<file path="src/rtl/rv6_pkg.sv">
// Shared definitions for the fetch front end: redirect-source encoding and
// the default reset vector.
package rv6_pkg;

  typedef enum logic [2:0] {
    SRC_SEQ  = 3'd0,
    SRC_PRT  = 3'd1,
    SRC_JAL  = 3'd2,
    SRC_RET  = 3'd3,
    SRC_JALR = 3'd4,
    SRC_MISS = 3'd5,
    SRC_TRAP = 3'd6
  } redir_src_e;

  localparam logic [63:0] RESET_VEC_DEF = 64'h0000_0000_8000_0000;

  // A call pushes its return address only when it actually steers fetch.
  function automatic logic is_call_src(input redir_src_e src,
                                       input logic jal_link,
                                       input logic jalr_link);
    logic r;
    case (src)
      SRC_JAL:  r = jal_link;
      SRC_JALR: r = jalr_link;
      default:  r = 1'b0;
    endcase
    return r;
  endfunction

endpackage

</file>
<file path="src/rtl/pc_ras.sv">
// Circular return-address stack; a push when full overwrites the oldest entry
// and the count saturates.
module pc_ras #(
  parameter int XLEN  = 64,
  parameter int DEPTH = 8,
  localparam int PW   = $clog2(DEPTH),
  localparam int CW   = PW + 1
) (
  input  logic            clk,
  input  logic            clr,
  input  logic            push,
  input  logic            pop,
  input  logic [XLEN-1:0] push_data,
  output logic [XLEN-1:0] top,
  output logic [CW-1:0]   cnt
);

  localparam logic [CW-1:0] FULL = CW'(DEPTH);

  logic [XLEN-1:0] mem_q [DEPTH];
  logic [PW-1:0]   ptr_q, ptr_d;   // next free slot; top entry sits just below
  logic [CW-1:0]   cnt_q, cnt_d;
  logic [PW-1:0]   top_idx_s;

  // Pointer and count next state.
  always_comb begin
    ptr_d = ptr_q;
    cnt_d = cnt_q;
    if (push) begin
      ptr_d = ptr_q + PW'(1);
      cnt_d = (cnt_q == FULL) ? FULL : cnt_q + CW'(1);
    end else if (pop && (cnt_q != {CW{1'b0}})) begin
      ptr_d = ptr_q - PW'(1);
      cnt_d = cnt_q - CW'(1);
    end else begin
      ptr_d = ptr_q;
      cnt_d = cnt_q;
    end
  end

  // Pointer and count registers.
  always_ff @(posedge clk) begin
    if (clr) begin
      ptr_q <= {PW{1'b0}};
      cnt_q <= {CW{1'b0}};
    end else begin
      ptr_q <= ptr_d;
      cnt_q <= cnt_d;
    end
  end

  // Entry storage is deliberately left unreset.
  always_ff @(posedge clk) begin
    if (push && !clr) begin
      mem_q[ptr_q] <= push_data;
    end
  end

  assign top_idx_s = ptr_q - PW'(1);
  assign top       = mem_q[top_idx_s];
  assign cnt       = cnt_q;

endmodule

</file>
<file path="src/rtl/pc_gen.sv">
// Fetch PC generator: prioritised redirect mux with a return-address stack
// for call/return prediction.
module pc_gen
  import rv6_pkg::*;
#(
  parameter int          XLEN      = 64,
  parameter logic [63:0] RESET_VEC = RESET_VEC_DEF,
  parameter int          OFFS_W    = 13,
  parameter int          RAS_DEPTH = 8,
  parameter int          C_EXT     = 1
) (
  input  logic                       clk,
  input  logic                       clr,
  input  logic                       stall,
  input  logic                       trap_taken,
  input  logic [XLEN-1:0]            trap_addr,
  input  logic                       pr_miss,
  input  logic [XLEN-1:0]            br_addr,
  input  logic                       jalr_taken,
  input  logic [XLEN-1:0]            jalr_addr,
  input  logic                       jalr_link,
  input  logic                       ret_pred,
  input  logic                       jal_taken,
  input  logic [XLEN-1:0]            jal_addr,
  input  logic                       jal_link,
  input  logic [XLEN-1:0]            link_addr,
  input  logic                       pr_taken,
  input  logic [OFFS_W-1:0]          pr_offs,
  input  logic                       ins_c,
  output logic [XLEN-1:0]            pc,
  output logic [$clog2(RAS_DEPTH):0] ras_cnt,
  output logic                       ret_hit
);

  localparam int              CW     = $clog2(RAS_DEPTH) + 1;
  localparam logic [XLEN-1:0] RST_PC = XLEN'(RESET_VEC);

  function automatic logic [XLEN-1:0] even(input logic [XLEN-1:0] a);
    return {a[XLEN-1:1], 1'b0};
  endfunction

  logic [XLEN-1:0] pc_q, pc_d;
  logic            ret_hit_q, ret_hit_d;
  logic [XLEN-1:0] ras_top_s, offs_ext_s, step_s;
  logic [CW-1:0]   ras_cnt_s;
  logic            push_s, pop_s;
  redir_src_e      src_s;

  assign offs_ext_s = {{(XLEN-OFFS_W){pr_offs[OFFS_W-1]}}, pr_offs};
  assign step_s     = ((C_EXT != 0) && ins_c) ? XLEN'(2) : XLEN'(4);

  // Pick the winning redirect source; a return with an empty stack falls through.
  always_comb begin
    src_s = SRC_SEQ;
    if (trap_taken) begin
      src_s = SRC_TRAP;
    end else if (pr_miss) begin
      src_s = SRC_MISS;
    end else if (jalr_taken) begin
      src_s = SRC_JALR;
    end else if (ret_pred && (ras_cnt_s != {CW{1'b0}})) begin
      src_s = SRC_RET;
    end else if (jal_taken) begin
      src_s = SRC_JAL;
    end else if (pr_taken) begin
      src_s = SRC_PRT;
    end else begin
      src_s = SRC_SEQ;
    end
  end

  // Next PC, stack control and return-hit flag.
  always_comb begin
    pc_d      = pc_q;
    push_s    = 1'b0;
    pop_s     = 1'b0;
    ret_hit_d = 1'b0;
    if (stall) begin
      pc_d = pc_q;
    end else begin
      push_s    = is_call_src(src_s, jal_link, jalr_link);
      pop_s     = (src_s == SRC_RET);
      ret_hit_d = (src_s == SRC_RET);
      case (src_s)
        SRC_TRAP: pc_d = even(trap_addr);
        SRC_MISS: pc_d = even(br_addr);
        SRC_JALR: pc_d = even(jalr_addr);
        SRC_RET:  pc_d = even(ras_top_s);
        SRC_JAL:  pc_d = even(jal_addr);
        SRC_PRT:  pc_d = pc_q + offs_ext_s;
        SRC_SEQ:  pc_d = pc_q + step_s;
        default:  pc_d = pc_q + step_s;
      endcase
    end
  end

  // PC and return-hit registers.
  always_ff @(posedge clk) begin
    if (clr) begin
      pc_q      <= RST_PC;
      ret_hit_q <= 1'b0;
    end else begin
      pc_q      <= pc_d;
      ret_hit_q <= ret_hit_d;
    end
  end

  pc_ras #(
    .XLEN  (XLEN),
    .DEPTH (RAS_DEPTH)
  ) u_ras (
    .clk       (clk),
    .clr       (clr),
    .push      (push_s),
    .pop       (pop_s),
    .push_data (link_addr),
    .top       (ras_top_s),
    .cnt       (ras_cnt_s)
  );

  assign pc      = pc_q;
  assign ras_cnt = ras_cnt_s;
  assign ret_hit = ret_hit_q;

endmodule

</file>
<file path="config.mk">
export PLATFORM = sky130hd
export DESIGN_NAME = pc_gen
export DESIGN_NICKNAME = d
export VERILOG_FILES = /design/src/rtl/rv6_pkg.sv /design/src/rtl/pc_ras.sv /design/src/rtl/pc_gen.sv
export SDC_FILE = /design/constraint.sdc
export NUM_CORES = 1
export LEC_CHECK = 0
export CAP_MARGIN = 40
export CORE_ASPECT_RATIO = 1.2
export CORE_MARGIN = 3
export CORE_UTILIZATION = 54
export CTS_CLUSTER_DIAMETER = 150
export DETAILED_ROUTE_END_ITERATION = 7
export PLACE_DENSITY = 0.83
export SLEW_MARGIN = 20
export SYNTH_ARGS = -nofsm -noshare
export SYNTH_HDL_FRONTEND = slang
export SYNTH_HIERARCHICAL = 1
export SYNTH_SLANG_ARGS = --single-unit
export TNS_END_PERCENT = 20
</file>
<file path="constraint.sdc">
create_clock -name clk -period 27 [get_ports clk]
set_clock_uncertainty 0.15 [all_clocks]
set_input_delay 6.75 -clock clk [delete_from_list [all_inputs] [get_ports clk]]
set_output_delay 6.75 -clock clk [all_outputs]
set_load 0.005 [all_outputs]
</file>
==> results.yml <==
run_status:
  status: "finished with violations"
  violations: "design-rule violations"
clock_tree:
  cts_setup_buffers: 0
  ctsHoldBuffers: 0
  cts_num_sinks: 576
  clock_path_buffers: 3
  cts_made_buffers: 55
  ctsResizeCount: 0
  clk_pin_slew_ns: 0.07
  cts-htree-levels: 2
  cts_root_buffer: "clkbuf_16"
  cts_tree: "built"
  clk_latency_ns: 0.62
global_route:
  antenna_found_initial: 14
  grt_remaining_overflow: 0
  track_usage_pct: 33.2
  grt_max_degree: 77
  grt_pass1_vias: 20800
  grt_pass1_wl_mm: 138
route:
  firstDrtPassIters: 8
  drtIter0Drc: 2784
  wl_per_cell_um: 29.8
  drc: 1
  routed_via_density: 6.71
  via_count: 21400
  finalWirelength_mm: 95.2
  antenna_left: 0
synth:
  avgSynthCellArea_um2: 13.6
  synth_area_um2: 28500
  netlist_instances: 2099
  syn_nets: 2461
  yosysWarnings: 6
floorplanning:
  core_area_um2: 51800
  dieArea_um2: 55500
  ios: 414
  initial_utilization_pct: 54.9
  die_x_um: 216
  fp-row-count: 91
  die_h_um: 258
timing:
  worst_slew_pin_slew_ns: 1.12
  relSlewSlack_pct: 25.3
  finalSetupTns_ns: 0
  setup_viol: 0
  post-route-min-period_ns: 11.78
  finalCritPeriodShare_pct: 43.6
  hold_violations: 0
  rsz0062_at_grt: "false"
  max_freq_ghz: 0.0849
  slew_viol_final: 0
final_layout:
  fin_cells: 3195
  final_common_cell: "edfxtp_1"
  finalNetCount: 2805
  final_cell_mix: "edfxtp_1 (504), clkdlybuf4s50_1 (405), nand2_1 (196)"
  drive_above_1_share_pct: 14.9
  area_delta_synth_final_pct: 22.8
setup_path:
  path_class: "in2reg"
  setup.worst_path.end_class: "flip-flop"
  cp_data_arrival_time_ns: 12.12
  slowest_delay_ns: 0.54
  slowest_stage: "nor2_4"
  worst_ep_required_time_ns: 27.34
  path_delay_family: "simple AND/OR/NAND/NOR gates"
  path_buf_inv: 3
  crit_fanout: 25
  crit_chain: "clkdlybuf4s50_1 -> buf_4 -> or3_1 -> nor2_4 -> nand2_1 -> mux2_2 -> inv_1 -> fa_1 -> nor2b_1 -> o2111ai_1 -> a311oi_1 -> nor2_1 -> o31ai_1 -> nand4b_1 -> or3_1 -> nand4_1 -> mux2_2 -> o221ai_1"
  worstSetupStartpointType: "primary input"
pwr:
  peakVddDrop_v: 0.0000604
  powerDensity_nw_per_um2: 57.8
  leakage_uw: 0.0117
place:
  dp.cells: 3080
  port_buffers: 408
  hpwl_mm: 62.4
  gp_congestion: 0.963
min_path:
  hold_path_class: "reg2reg"
flow_run:
  drv_cap: 0
[layer usage]
metal / global-route usage, % / vias to the layer above / wire length (µm)
met5: 0 / - / 38
met4: 12.9 / 6 / 4180
met3: 6.28 / 226 / 9670
met2: 54.2 / 1517 / 46300
met1: 44.4 / 10600 / 35000
li1: - / 9081 / -
[layout make-up]
type | instances | area, µm²
repair buffers | 455 | 4510
multi-input cells | 1324 | 11000
flip-flops and latches | 576 | 16600
well taps | 697 | 872
clock inverters | 40 | 452
diodes | 11 | 27.5
clock buffers | 61 | 1420
inverters | 31 | 116
fillers | 3481 | 16900
[worst paths after layout]
path,from,endpoint,slack (ns),cells past startpoint
min,pc[6]$_SDFFE_PP0N_,pc[6]$_SDFFE_PP0N_,0.36,2
max,pr_miss,pc[54]$_SDFFE_PP0N_,15.22,18
min reg2reg,pc[6]$_SDFFE_PP0N_,pc[6]$_SDFFE_PP0N_,0.36,2
max reg2reg,u_ras/cnt[1]$_SDFFE_PP0P_,pc[54]$_SDFFE_PP0N_,21.32,18
[worst reg2reg max path, cell delays in order (launching register included)]
cell	delay [ns]
dfxtp_1	0.42
o41ai_4	0.39
buf_4	0.25
nand2b_1	0.15
nor2_4	0.53
nand2_1	0.20
mux2_2	0.29
inv_1	0.06
fa_1	0.44
nor2b_1	0.18
o2111ai_1	0.19
a311oi_1	0.38
nor2_1	0.28
o31ai_1	0.53
nand4b_1	0.31
or3_1	0.45
nand4_1	0.10
mux2_2	0.15
o221ai_1	0.10
[report_power, final]
| part | switching, µW | internal [µW] | leakage [µW] |
|---|---|---|---|
| Clock | 352 | 452 | 0.000915 |
| Combinational | 113 | 109 | 0.00568 |
| Sequential | 20.4 | 974 | 0.00512 |
| Total | 486 | 1540 | 0.0117 |
[stage by stage]
| step | util (%) | hold slack (ns) | worst slack (ns) | cell area (µm²) | total power [µW] |
|---|---|---|---|---|---|
| 2_1_floorplan | - | 0.324 | 12.98 | 28500 | 1110 |
| 3_3_place_gp | 63.5 | 0.344 | 14.67 | 32900 | 1220 |
| 3_5_place_dp | 63.7 | 0.346 | 14.63 | 33000 | 1230 |
| 4_1_cts | 67.3 | 0.354 | 15.24 | 34900 | 2020 |
| 5_1_grt | 67.5 | 0.396 | 14.89 | 34900 | 2080 |
| 6_report | 67.5 | 0.362 | 15.22 | 34900 | 2020 |
[registers in the layout (all words and copies together), names as in the netlist]
register,cells
pc,64
ret_hit,1
u_ras/cnt,4
u_ras/mem_q,504
u_ras/ptr_q,3
No activity file was read; power rests on OpenSTA's default activity.
